--- config.mk ---
export PLATFORM = sky130hd
export DESIGN_NAME = sseg_mux_controller
export DESIGN_NICKNAME = d
export VERILOG_FILES = /design/src/rtl/sseg_pkg.sv /design/src/rtl/sseg_hex_decoder.sv /design/src/rtl/sseg_mux_controller.sv
export SDC_FILE = /design/constraint.sdc
export NUM_CORES = 1
export LEC_CHECK = 0
export CAP_MARGIN = 40
export CORE_MARGIN = 10
export CORE_UTILIZATION = 35
export DETAILED_ROUTE_END_ITERATION = 6
export SYNTH_ARGS = -nofsm -noshare
export SYNTH_HDL_FRONTEND = slang
export SYNTH_SLANG_ARGS = --single-unit
--- constraint.sdc ---
create_clock -name clk -period 6.78 [get_ports clk]
set_input_delay 1.356 -clock clk [delete_from_list [all_inputs] [get_ports clk]]
set_output_delay 1.356 -clock clk [all_outputs]
set_load 0.05 [all_outputs]
--- src/rtl/sseg_pkg.sv ---
// Shared constants for the multiplexed seven-segment controller: active-low
// segment codes (bit0=a .. bit6=g, bit7=dp), the PWM phase width and the guard phase.
package sseg_pkg;

  localparam int unsigned PHASE_W     = 4;
  localparam logic [3:0]  GUARD_PHASE = 4'd15;

  localparam logic [7:0] SEG_OFF     = 8'hFF;
  localparam logic [7:0] SEG_DP_ONLY = 8'h7F;

  localparam logic [7:0] SEG_0 = 8'hC0;
  localparam logic [7:0] SEG_1 = 8'hF9;
  localparam logic [7:0] SEG_2 = 8'hA4;
  localparam logic [7:0] SEG_3 = 8'hB0;
  localparam logic [7:0] SEG_4 = 8'h99;
  localparam logic [7:0] SEG_5 = 8'h92;
  localparam logic [7:0] SEG_6 = 8'h82;
  localparam logic [7:0] SEG_7 = 8'hF8;
  localparam logic [7:0] SEG_8 = 8'h80;
  localparam logic [7:0] SEG_9 = 8'h90;
  localparam logic [7:0] SEG_A = 8'h88;
  localparam logic [7:0] SEG_B = 8'h83;
  localparam logic [7:0] SEG_C = 8'hC6;
  localparam logic [7:0] SEG_D = 8'hA1;
  localparam logic [7:0] SEG_E = 8'h86;
  localparam logic [7:0] SEG_F = 8'h8E;

  function automatic logic [7:0] hex_seg(input logic [3:0] nibble);
    case (nibble)
      4'h0: return SEG_0;
      4'h1: return SEG_1;
      4'h2: return SEG_2;
      4'h3: return SEG_3;
      4'h4: return SEG_4;
      4'h5: return SEG_5;
      4'h6: return SEG_6;
      4'h7: return SEG_7;
      4'h8: return SEG_8;
      4'h9: return SEG_9;
      4'hA: return SEG_A;
      4'hB: return SEG_B;
      4'hC: return SEG_C;
      4'hD: return SEG_D;
      4'hE: return SEG_E;
      default: return SEG_F;
    endcase
  endfunction

endpackage

--- src/rtl/sseg_hex_decoder.sv ---
// Combinational hex nibble + decimal point to active-low cathode code.
module sseg_hex_decoder
  import sseg_pkg::*;
(
  input  logic [3:0] nibble,
  input  logic       dp,
  output logic [7:0] cathode
);

  always_comb begin
    cathode = hex_seg(nibble);
    if (dp) cathode[7] = 1'b0;
  end

endmodule

--- src/rtl/sseg_mux_controller.sv ---
// N-digit multiplexed seven-segment controller with PWM brightness and a
// double-buffered load. Define SSEG_LZ_BLANK_EN to blank leading zero digits.
module sseg_mux_controller
  import sseg_pkg::*;
#(
  parameter int unsigned N_DIGITS   = 4,
  parameter int unsigned CLK_HZ     = 50_000_000,
  parameter int unsigned REFRESH_HZ = 10_000
) (
  input  logic                    clk,
  input  logic                    rst,
  input  logic [4*N_DIGITS-1:0]   digits,
  input  logic [N_DIGITS-1:0]     dp,
  input  logic [N_DIGITS-1:0]     blank,
  input  logic                    load,
  input  logic [3:0]              brightness,
  output logic                    pending,
  output logic                    frame_done,
  output logic [N_DIGITS-1:0]     sseg_anode,
  output logic [7:0]              sseg_cathode
);

  localparam int unsigned PRE_DIV = CLK_HZ / (16 * REFRESH_HZ);
  localparam int unsigned PRE_W   = (PRE_DIV > 1) ? $clog2(PRE_DIV) : 1;
  localparam int unsigned IDX_W   = (N_DIGITS > 1) ? $clog2(N_DIGITS) : 1;

  logic [PRE_W-1:0]      pre_cnt;
  logic [PHASE_W-1:0]    phase;
  logic [IDX_W-1:0]      idx;
  logic                  tick, phase_wrap, frame_wrap;

  logic [4*N_DIGITS-1:0] act_digits, stg_digits;
  logic [N_DIGITS-1:0]   act_dp, stg_dp, act_blank, stg_blank;

  logic [3:0]            cur_nibble;
  logic                  cur_dp;
  logic [7:0]            dec_code;
  logic [N_DIGITS-1:0]   lz;
  logic                  lit;
  logic [N_DIGITS-1:0]   anode_next;
  logic [7:0]            cathode_next;

  assign tick       = (pre_cnt == PRE_W'(PRE_DIV - 1));
  assign phase_wrap = tick && (phase == GUARD_PHASE);
  assign frame_wrap = phase_wrap && (idx == IDX_W'(N_DIGITS - 1));

  always_ff @(posedge clk or posedge rst) begin
    if (rst) begin
      pre_cnt    <= '0;
      phase      <= '0;
      idx        <= '0;
      frame_done <= 1'b0;
    end else begin
      pre_cnt    <= tick ? '0 : pre_cnt + 1'b1;
      frame_done <= frame_wrap;
      if (tick) phase <= phase + 1'b1;
      if (phase_wrap) idx <= frame_wrap ? '0 : idx + 1'b1;
    end
  end

  // Staging and active update independently, so a load coinciding with the
  // frame wrap promotes the old staging contents and keeps pending set.
  always_ff @(posedge clk or posedge rst) begin
    if (rst) begin
      stg_digits <= '0;
      stg_dp     <= '0;
      stg_blank  <= '1;
      act_digits <= '0;
      act_dp     <= '0;
      act_blank  <= '1;
      pending    <= 1'b0;
    end else begin
      if (load) begin
        stg_digits <= digits;
        stg_dp     <= dp;
        stg_blank  <= blank;
      end
      if (frame_wrap && pending) begin
        act_digits <= stg_digits;
        act_dp     <= stg_dp;
        act_blank  <= stg_blank;
      end
      if (load)            pending <= 1'b1;
      else if (frame_wrap) pending <= 1'b0;
    end
  end

`ifdef SSEG_LZ_BLANK_EN
  always_comb begin
    logic seen;
    seen = 1'b0;
    lz   = '0;
    for (int unsigned k = 0; k < N_DIGITS - 1; k++) begin
      if (act_digits[(N_DIGITS-1-k)*4 +: 4] != 4'h0) seen = 1'b1;
      lz[N_DIGITS-1-k] = !seen;
    end
  end
`else
  assign lz = '0;
`endif

  assign cur_nibble = act_digits[idx*4 +: 4];
  assign cur_dp     = act_dp[idx];

  sseg_hex_decoder u_dec (
    .nibble  (cur_nibble),
    .dp      (cur_dp),
    .cathode (dec_code)
  );

  always_comb begin
    lit = (phase < brightness) && (phase != GUARD_PHASE) &&
          !act_blank[idx] && !(lz[idx] && !cur_dp);
    anode_next   = '1;
    cathode_next = SEG_OFF;
    if (lit) begin
      anode_next[idx] = 1'b0;
      cathode_next    = lz[idx] ? SEG_DP_ONLY : dec_code;
    end
  end

  always_ff @(posedge clk or posedge rst) begin
    if (rst) begin
      sseg_anode   <= '1;
      sseg_cathode <= SEG_OFF;
    end else begin
      sseg_anode   <= anode_next;
      sseg_cathode <= cathode_next;
    end
  end

endmodule

# Word level (Yosys, flattened, before mapping)
# Memories as Yosys holds them, arrays and structs flattened.
# Index checks and enable logic that the tools add are counted.
[totals]
romBits = 112
n_memories = 1
inputBits = 31
reg_bits = 77
[classes]
reduce_logical = 12
shift = 1
n_eq_ne = 4
order_cmp = 3
muxes = 16
addsub = 3
bitwise_logic = 1
[memory_table]
columns = ["name", "depth", "width", "read_ports", "rd_ports_with_merged_regs", "wr", "line_no", "source"]
rows = [
  ["(name not given)", 16, 7, 1, 0, 0, "sseg_pkg.sv:29", "case (nibble)"],
]
[op_table]
columns = ["operator", "n"]
rows = [
  ["8-bit 2-to-1 mux", 2],
  ["16-bit by 5-bit indexed part select with 4-bit output", 1],
  ["9-bit by 1-bit adder with 9-bit output, second input constant", 1],
  ["9-bit equality test, second input constant", 1],
  ["9-bit 2-to-1 mux", 1],
  ["1-bit logical AND", 8],
  ["1-bit 2-to-1 mux", 7],
  ["1-bit binary-select mux with 2-bit select", 3],
  ["4-bit by 1-bit adder with 4-bit output, second input constant", 1],
  ["4-bit equality test, second input constant", 1],
  ["4-bit less-than comparator", 1],
  ["4-bit 2-to-1 mux", 1],
  ["4-bit inequality test, second input constant", 1],
  ["4-bit inverter", 1],
  ["1-bit logical NOT", 3],
  ["2-bit by 3-bit less-than comparator with 1-bit output, second input constant", 1],
  ["2-bit by 1-bit adder with 2-bit output, second input constant", 1],
  ["1-bit demux with 2-bit select", 1],
  ["2-bit equality test, second input constant", 1],
  ["2-bit by 1-bit >= comparator with 1-bit output, second input constant", 1],
  ["2-bit 2-to-1 mux", 1],
  ["2-bit nonzero test", 1],
]

# Depth between registers and ports, before layout
# Gate-level depths: netlist (run 1).
[logic_depth]
word_depth = 7
depth_mapped = 8

# Hierarchy
# A second synthesis (run 1) with hierarchy kept.
[hier_totals]
cells_unflattened = 245
hier_area_um2 = 3499.6
[by_module_without_submodules]
columns = ["module", "cells_per_inst", "instances", "seq_area_each_um2", "area_each_um2"]
rows = [
  ["sseg_mux_controller", 213, 1, 1951.9, 3234.4],
  ["sseg_hex_decoder", 32, 1, 0.0, 265.3],
]

# Least setup slack after synthesis (run 1)
# Ideal clock, no wire load.
[synth_path]
kind = "in2reg"
from = "input port brightness[2]"
to = "register sseg_cathode[2]"
setup_time_ns = 0.090
setup_slack_ns = 4.142
t_required_ns = 6.690
path_buffers = 1
t_arrival_ns = 2.548
path_stages = 7
cell_sequence = "inv_1 > ha_1 > a21oi_1 > o21ai_0 > a221oi_1 > buf_2 > o211ai_1"
[synth_via]
elab_chain_len = 5
[synth_lines]
columns = ["element", "line_no", "source"]
rows = [
  ["start, declared", "sseg_mux_controller.sv:16", "input logic [3:0] brightness,"],
  ["4-bit less-than comparator", "sseg_mux_controller.sv:112", "lit = (phase < brightness) && (phase != GUARD_PHASE) &&"],
  ["1-bit logical AND (2 in a row)", "sseg_mux_controller.sv:112", ""],
  ["1-bit logical AND", "sseg_mux_controller.sv:113", "!act_blank[idx] && !(lz[idx] && !cur_dp);"],
  ["8-bit 2-to-1 mux", "sseg_mux_controller.sv:116", "if (lit) begin"],
  ["named net cathode_next[2]", "sseg_mux_controller.sv:41", "logic [7:0] cathode_next;"],
  ["end signal, assigned", "sseg_mux_controller.sv:128", "sseg_cathode <= cathode_next;"],
  ["end, declared", "sseg_mux_controller.sv:20", "output logic [7:0] sseg_cathode"],
]
# The timed path passes the listed nets, and every way through them passes these cells.
# A chain may end at the register's enable or synchronous reset.

# Final worst setup path (run 1)
[layout_path]
from = "register sseg_cathode[7]"
to = "output port sseg_cathode[7]"
# No word-level cell between the ends.

==> flow_summary.json, run 1 <==
{
  "status": "completed",
  "synth_top_family_by_area": "multiplexers",
  "seq_area_frac_synth_pct": 55.65,
  "root_buffer": "clkbuf_8",
  "ir_worst_vdd_mv": 0.08433,
  "io_pins": 45,
  "synthFlopType": "dfrtp_1",
  "die_x_um": 120.1,
  "finalCritPeriodShare_pct": 44.86,
  "dp_hpwl_um": 4673,
  "rows": 36,
  "start_util_pct": 35.88,
  "busiest_layer": "met2",
  "synth-simple-area-share_pct": 7.956,
  "cp-end-kind": "output port",
  "setup_violations": 0,
  "max-clock-path-buffers": 2,
  "synth.distinct_cells": 37,
  "grt_use_met2_pct": 14.37,
  "yosysTopAreaCell": "dfrtp_1",
  "crit_type": "flop to output port",
  "grt_pass1_vias": 2208,
  "nets": 359,
  "grt_usage_pct": 9.333,
  "synthMostInstantiatedCell": "dfrtp_1",
  "first_pass_iters": 4,
  "hold_viol": 0,
  "syn_avg_cell_area_um2": 13.23,
  "n_antenna_cell": 0,
  "cp.required_ns": 5.42,
  "gp_congestion": 0.7591,
  "synth_warnings": 0,
  "cts_resized": 0,
  "critPathMaxStageDelay_ns": 0.81,
  "post_cts_buffers": 0,
  "tightest_slew_ns": 0.6543,
  "tns_ns": 0,
  "grt_max_degree": 45,
  "crit_path_top_delay_cell": "clkdlybuf4s50_1",
  "dp.cells": 435,
  "cts_max_level": 3,
  "syn_inst": 265,
  "hold_class": "flop to flop",
  "crit_buf_inv": 1,
  "drtAntennaViolNets": 0,
  "met1_usage_pct": 11.88,
  "post_drt_wl_per_cell_um": 14.04,
  "drc_errors": 0,
  "initialDrtViolationCount": 74,
  "layout_min_cycle_time_ns": 3.041,
  "synthArstFlopShare_pct": 100.0,
  "vias_per_cell": 4.670,
  "worstPathMaxFanout": 1,
  "max_slew_margin_pct": 56.19,
  "critPathArrivalTime_ns": 1.69,
  "synth_fp_nets": 311,
  "final_cells": 451,
  "cts.clk_slew.worst_paths_ns": 0.07,
  "dieArea_um2": 14420,
  "vias": 2106,
  "synth_area_um2": 3507,
  "grt_use_met3_pct": 3.235,
  "grt_pass1_wl_um": 11020,
  "grt-ovfl-total": 0,
  "fmax_mhz": 328.8,
  "synthAdderAreaFrac_pct": 5.351,
  "numPortBuffers": 44,
  "synth-compound-area-share_pct": 3.924,
  "synth_top_area_share_pct": 40.67,
  "rsz0062_at_grt": "false",
  "ys_seq_elements": 77,
  "cts-buffers-inserted": 9,
  "synth-xor-area-share_pct": 3.247,
  "slew_violations": 0,
  "core_um2": 9774,
  "fp.dieH_um": 120.1,
  "clk_latency_ns": 0.35,
  "clkSinkCount": 77,
  "area_growth_pct": 22.55,
  "wirelength_um": 6333,
  "crit_family": "buffers and inverters",
  "antenna_found_initial": 0,
  "skew_ns": 0.01579,
  "fillers": 915,
  "path_cells": "clkdlybuf4s50_1",
  "tritoncts": "yes",
  "synth_common_cells": "dfrtp_1, mux2_2, nand2_1",
  "synth_edf_count": 0,
  "synth_area_leaders": "dfrtp_1, dfstp_2, mux2_2",
  "synth.area.mux_share_pct": 20.48,
  "start_kind": "flop",
  "max_cap_viol_count": 0,
  "postCtsHoldBufs": 0,
  "total_leakage_power_nw": 1.878,
  "fin_util_pct": 43.97,
  "powerDensity_nw_per_um2": 201.1,
  "drive_gt1_share_pct": 24.84
}
-- worst register-to-register path, cell delays in order, from the launching register on --
cell and delay (ns):
dfrtp_1 0.37, ha_1 0.20, and4_1 0.24, nand2_1 0.09, nor3b_2 0.56, and4_1 0.60, buf_16 0.22, mux2_1 0.34
-- registers in the layout, indices dropped and copies added, names as in the netlist --
register / cells
frame_done: 1
pre_cnt: 9
stg_dp: 4
act_dp: 4
idx: 2
act_blank: 4
sseg_anode: 4
sseg_cathode: 8
stg_digits: 16
stg_blank: 4
act_digits: 16
phase: 4
pending: 1
-- power breakdown --
part / switching [W] / total [W] / internal, W
Sequential: 0.00000727 / 0.000485 / 0.000477
Combinational: 0.0000232 / 0.0000563 / 0.0000331
Clock: 0.000168 / 0.000323 / 0.000155
-- through the flow --
step | hold slack [ns] | total power, W | cell area [um2] | setup WS (ns)
2_1_floorplan | 0.4329 | 0.0005210 | 3507 | 3.490
3_3_place_gp | 0.4488 | 0.0005480 | 4048 | 3.614
3_5_place_dp | 0.4601 | 0.0005516 | 4110 | 3.554
4_1_cts | 0.4707 | 0.0008797 | 4298 | 3.711
5_1_grt | 0.4844 | 0.0009070 | 4298 | 3.664
6_report | 0.4670 | 0.0008641 | 4298 | 3.739
-- kinds of logic after synthesis --
kind of cell,count (synthesis)
flip-flops,77
multiplexers,59
AND/OR/NAND/NOR,57
AO/OA/AOI/OAI,22
buffers and inverters,22
adder cells (fa/ha/maj),15
XOR/XNOR,13
-- cells in the final DEF (no fill, tap or decap), types with 3 or more instances in the layout --
cell              n
clkdlybuf4s50_1  44
nor4b_1           3
mux2_2           32
a21oi_1           3
nand2_1          25
xor2_1            4
nor2_1           11
nor3_1            3
xnor2_1           9
nand3_1           6
dfstp_2          20
mux2_1           20
ha_1             15
clkbuf_8         11
mux4_2            5
dfrtp_1          57
inv_1             9
o21ai_0           9
-- layout make-up --
type / instances / area (um2) / area share [%]
timing repair buffer: 49 / 518.0 / 12.05
clock inverter: 4 / 32.53 / 0.7569
sequential: 77 / 1952 / 45.41
tap: 133 / 166.4 / 3.872
inverter: 10 / 37.54 / 0.8734
clock buffer: 12 / 155.1 / 3.610
multi-input combinational: 166 / 1436 / 33.42
-- worst paths after layout --
| path | start | to | slack, ns | cells after the start |
|---|---|---|---|---|
| min reg2reg | pre_cnt[0] | pre_cnt[0] | 0.47 | 1 |
| max reg2reg | pre_cnt[0] | act_digits[3] | 4.04 | 7 |
| max in group asynchronous | rst | act_blank[1] | 4.71 | 4 |
| min | pre_cnt[0] | pre_cnt[0] | 0.47 | 1 |
| max | sseg_cathode[7] | sseg_cathode[7] | 3.74 | 1 |
| min in group asynchronous | rst | pre_cnt[6] | 1.42 | 3 |
-- per-layer routing --
layer / part of all wire (%) / wire [um]
met1: 47 / 2980
met2: 48 / 3021
met3: 3.8 / 239
met4: 1.4 / 91
met5: 0 / 0
No activity file was read; power rests on OpenSTA's default activity.
==> run 2, diff against run 1 <==
Clock period 6.78 ns to 2.45 ns, I/O delays scaled along.
==> run 2 against run 1 <==
  * Non-clock buffer count increased by 2
  * Largest cell class unchanged
  * Clock power increased to 3.3 times the previous value
  * Global-route usage about the same
  * Final cell count increased by 0.44%
==> flow_summary.json, run 2 (same netlist as run 1, synthesis figures left out) <==
{
  "status": "completed",
  "crit_family": "buffers and inverters",
  "vias_per_cell": 4.642,
  "cts_max_level": 3,
  "postCtsHoldBufs": 0,
  "hold_class": "flop to flop",
  "rows": 36,
  "tns_ns": 0,
  "grt_pass1_vias": 2166,
  "first_pass_iters": 4,
  "max_cap_viol_count": 0,
  "area_growth_pct": 23.51,
  "max-clock-path-buffers": 2,
  "setup_violations": 0,
  "numPortBuffers": 44,
  "cp.depth": 1,
  "die_x_um": 120.1,
  "cp-end-kind": "output port",
  "clk_latency_ns": 0.35,
  "grt_max_degree": 78,
  "holdWs_ns": 0.4660,
  "core_um2": 9774,
  "n_antenna_cell": 0,
  "critPathMaxStageDelay_ns": 0.81,
  "start_kind": "flop",
  "post_drt_wl_per_cell_um": 14.00,
  "post_cts_buffers": 0,
  "hold_viol": 0,
  "cts.clk_slew.worst_paths_ns": 0.08,
  "root_buffer": "clkbuf_8",
  "grt_usage_pct": 9.355,
  "fmax_mhz": 451.6,
  "rsz0062_at_grt": "false",
  "layout_min_cycle_time_ns": 2.214,
  "drc_errors": 0,
  "nets": 361,
  "final_area_um2": 4332,
  "fillers": 928,
  "layout_commonest_cell": "dfrtp_1",
  "io_pins": 45,
  "fin_ws_ns": 0.2357,
  "antenna_found_initial": 0,
  "crit_path_top_delay_cell": "clkdlybuf4s50_1",
  "slew_violations": 0,
  "powerDensity_nw_per_um2": 587.4,
  "mostFrequentLayoutCells": "dfrtp_1, clkdlybuf4s50_1, mux2_2",
  "crit_buf_inv": 1,
  "placed_cell_area_um2": 4110,
  "reg2reg_to": "sseg_cathode[0]",
  "tritoncts": "yes",
  "initialDrtViolationCount": 81,
  "drtAntennaViolNets": 0,
  "wirelength_um": 6344,
  "total_leakage_power_nw": 1.906,
  "cts-buffers-inserted": 9,
  "path_cells": "clkdlybuf4s50_1",
  "grt_pass1_wl_um": 10940,
  "skew_ns": 0.01041,
  "grt-ovfl-total": 0,
  "worstPathMaxFanout": 1,
  "r2r_start": "idx[0]",
  "gp_congestion": 0.7685,
  "cp.required_ns": 1.96,
  "crit_type": "flop to output port",
  "tightest_slew_ns": 0.5158,
  "ir_worst_vdd_mv": 0.3665,
  "vias": 2103,
  "dieArea_um2": 14420,
  "critPathArrivalTime_ns": 1.72,
  "finalCritPeriodShare_pct": 90.38,
  "max_slew_margin_pct": 65.50,
  "dp_slack_ns": 0.1327,
  "crit_end": "sseg_cathode[7]",
  "ff2ff_path_depth": 7,
  "drive_gt1_share_pct": 25.94,
  "reg2reg_slack_ns": 0.31,
  "start_util_pct": 35.88,
  "top_regs": "act_digits x16, stg_digits x16, pre_cnt x9",
  "clkSinkCount": 77,
  "worstSetupStartpoint": "sseg_cathode[7]",
  "dp_hpwl_um": 4535,
  "fp.dieH_um": 120.1
}
[run 2: cell count changes in the layout (fill, tap and decap cells not counted), sizes merged]
cell and change:
buf +2, clkbuf -3, inv +1, clkinvlp -2
clkinv +2, bufinv +2
[run 2: where the power goes]
| group | switching [W] | internal [W] |
|---|---|---|
| Combinational | 0.0000631 | 0.0000893 |
| Clock | 0.000471 | 0.000579 |
| Sequential | 0.0000210 | 0.00132 |
[run 2: layout make-up]
| cell class | count | area [um2] | area share (%) |
|---|---|---|---|
| clock buffer | 9 | 123.9 | 2.860 |
| clock inverter | 7 | 96.34 | 2.224 |
| inverter | 10 | 37.54 | 0.8666 |
| multi-input combinational | 166 | 1436 | 33.16 |
| sequential | 77 | 1953 | 45.09 |
| tap | 133 | 166.4 | 3.842 |
| timing repair buffer | 51 | 518.0 | 11.96 |
[run 2: how the worst min path moves through the flow]
| stage | from | slack (ns) | endpoint | cells past startpoint |
|---|---|---|---|---|
| after global placement | pre_cnt[0] | 0.45 | pre_cnt[0] | 1 |
| final | pre_cnt[0] | 0.47 | pre_cnt[0] | 1 |
| after detailed placement | pre_cnt[0] | 0.45 | pre_cnt[0] | 1 |
| after CTS | pre_cnt[0] | 0.47 | pre_cnt[0] | 1 |
| after global routing | pre_cnt[0] | 0.49 | pre_cnt[0] | 1 |
| after floorplan | pre_cnt[0] | 0.43 | pre_cnt[0] | 1 |
[run 2: timing repair]
item,CTS,global route
setup endpoints to repair,0,1
hold endpoints to repair,0,0
resized for setup,0,1
[run 2: per-stage QoR]
stage               total power (W)  std cells  util [%]
global route               0.002661        453     44.32
CTS                        0.002595        453     44.30
floorplan                  0.001442        265         -
detailed placement         0.001524        437     42.05
global placement           0.001520        437     42.05
finish                     0.002544        453     44.32
[run 2: metal layers]
| metal | share of wire (%) | GRT usage, % |
|---|---|---|
| met1 | 51 | 12.46 |
| met2 | 44 | 13.65 |
| met3 | 3.7 | 3.094 |
| met4 | 1.2 | 3.846 |
| met5 | 0 | 0 |
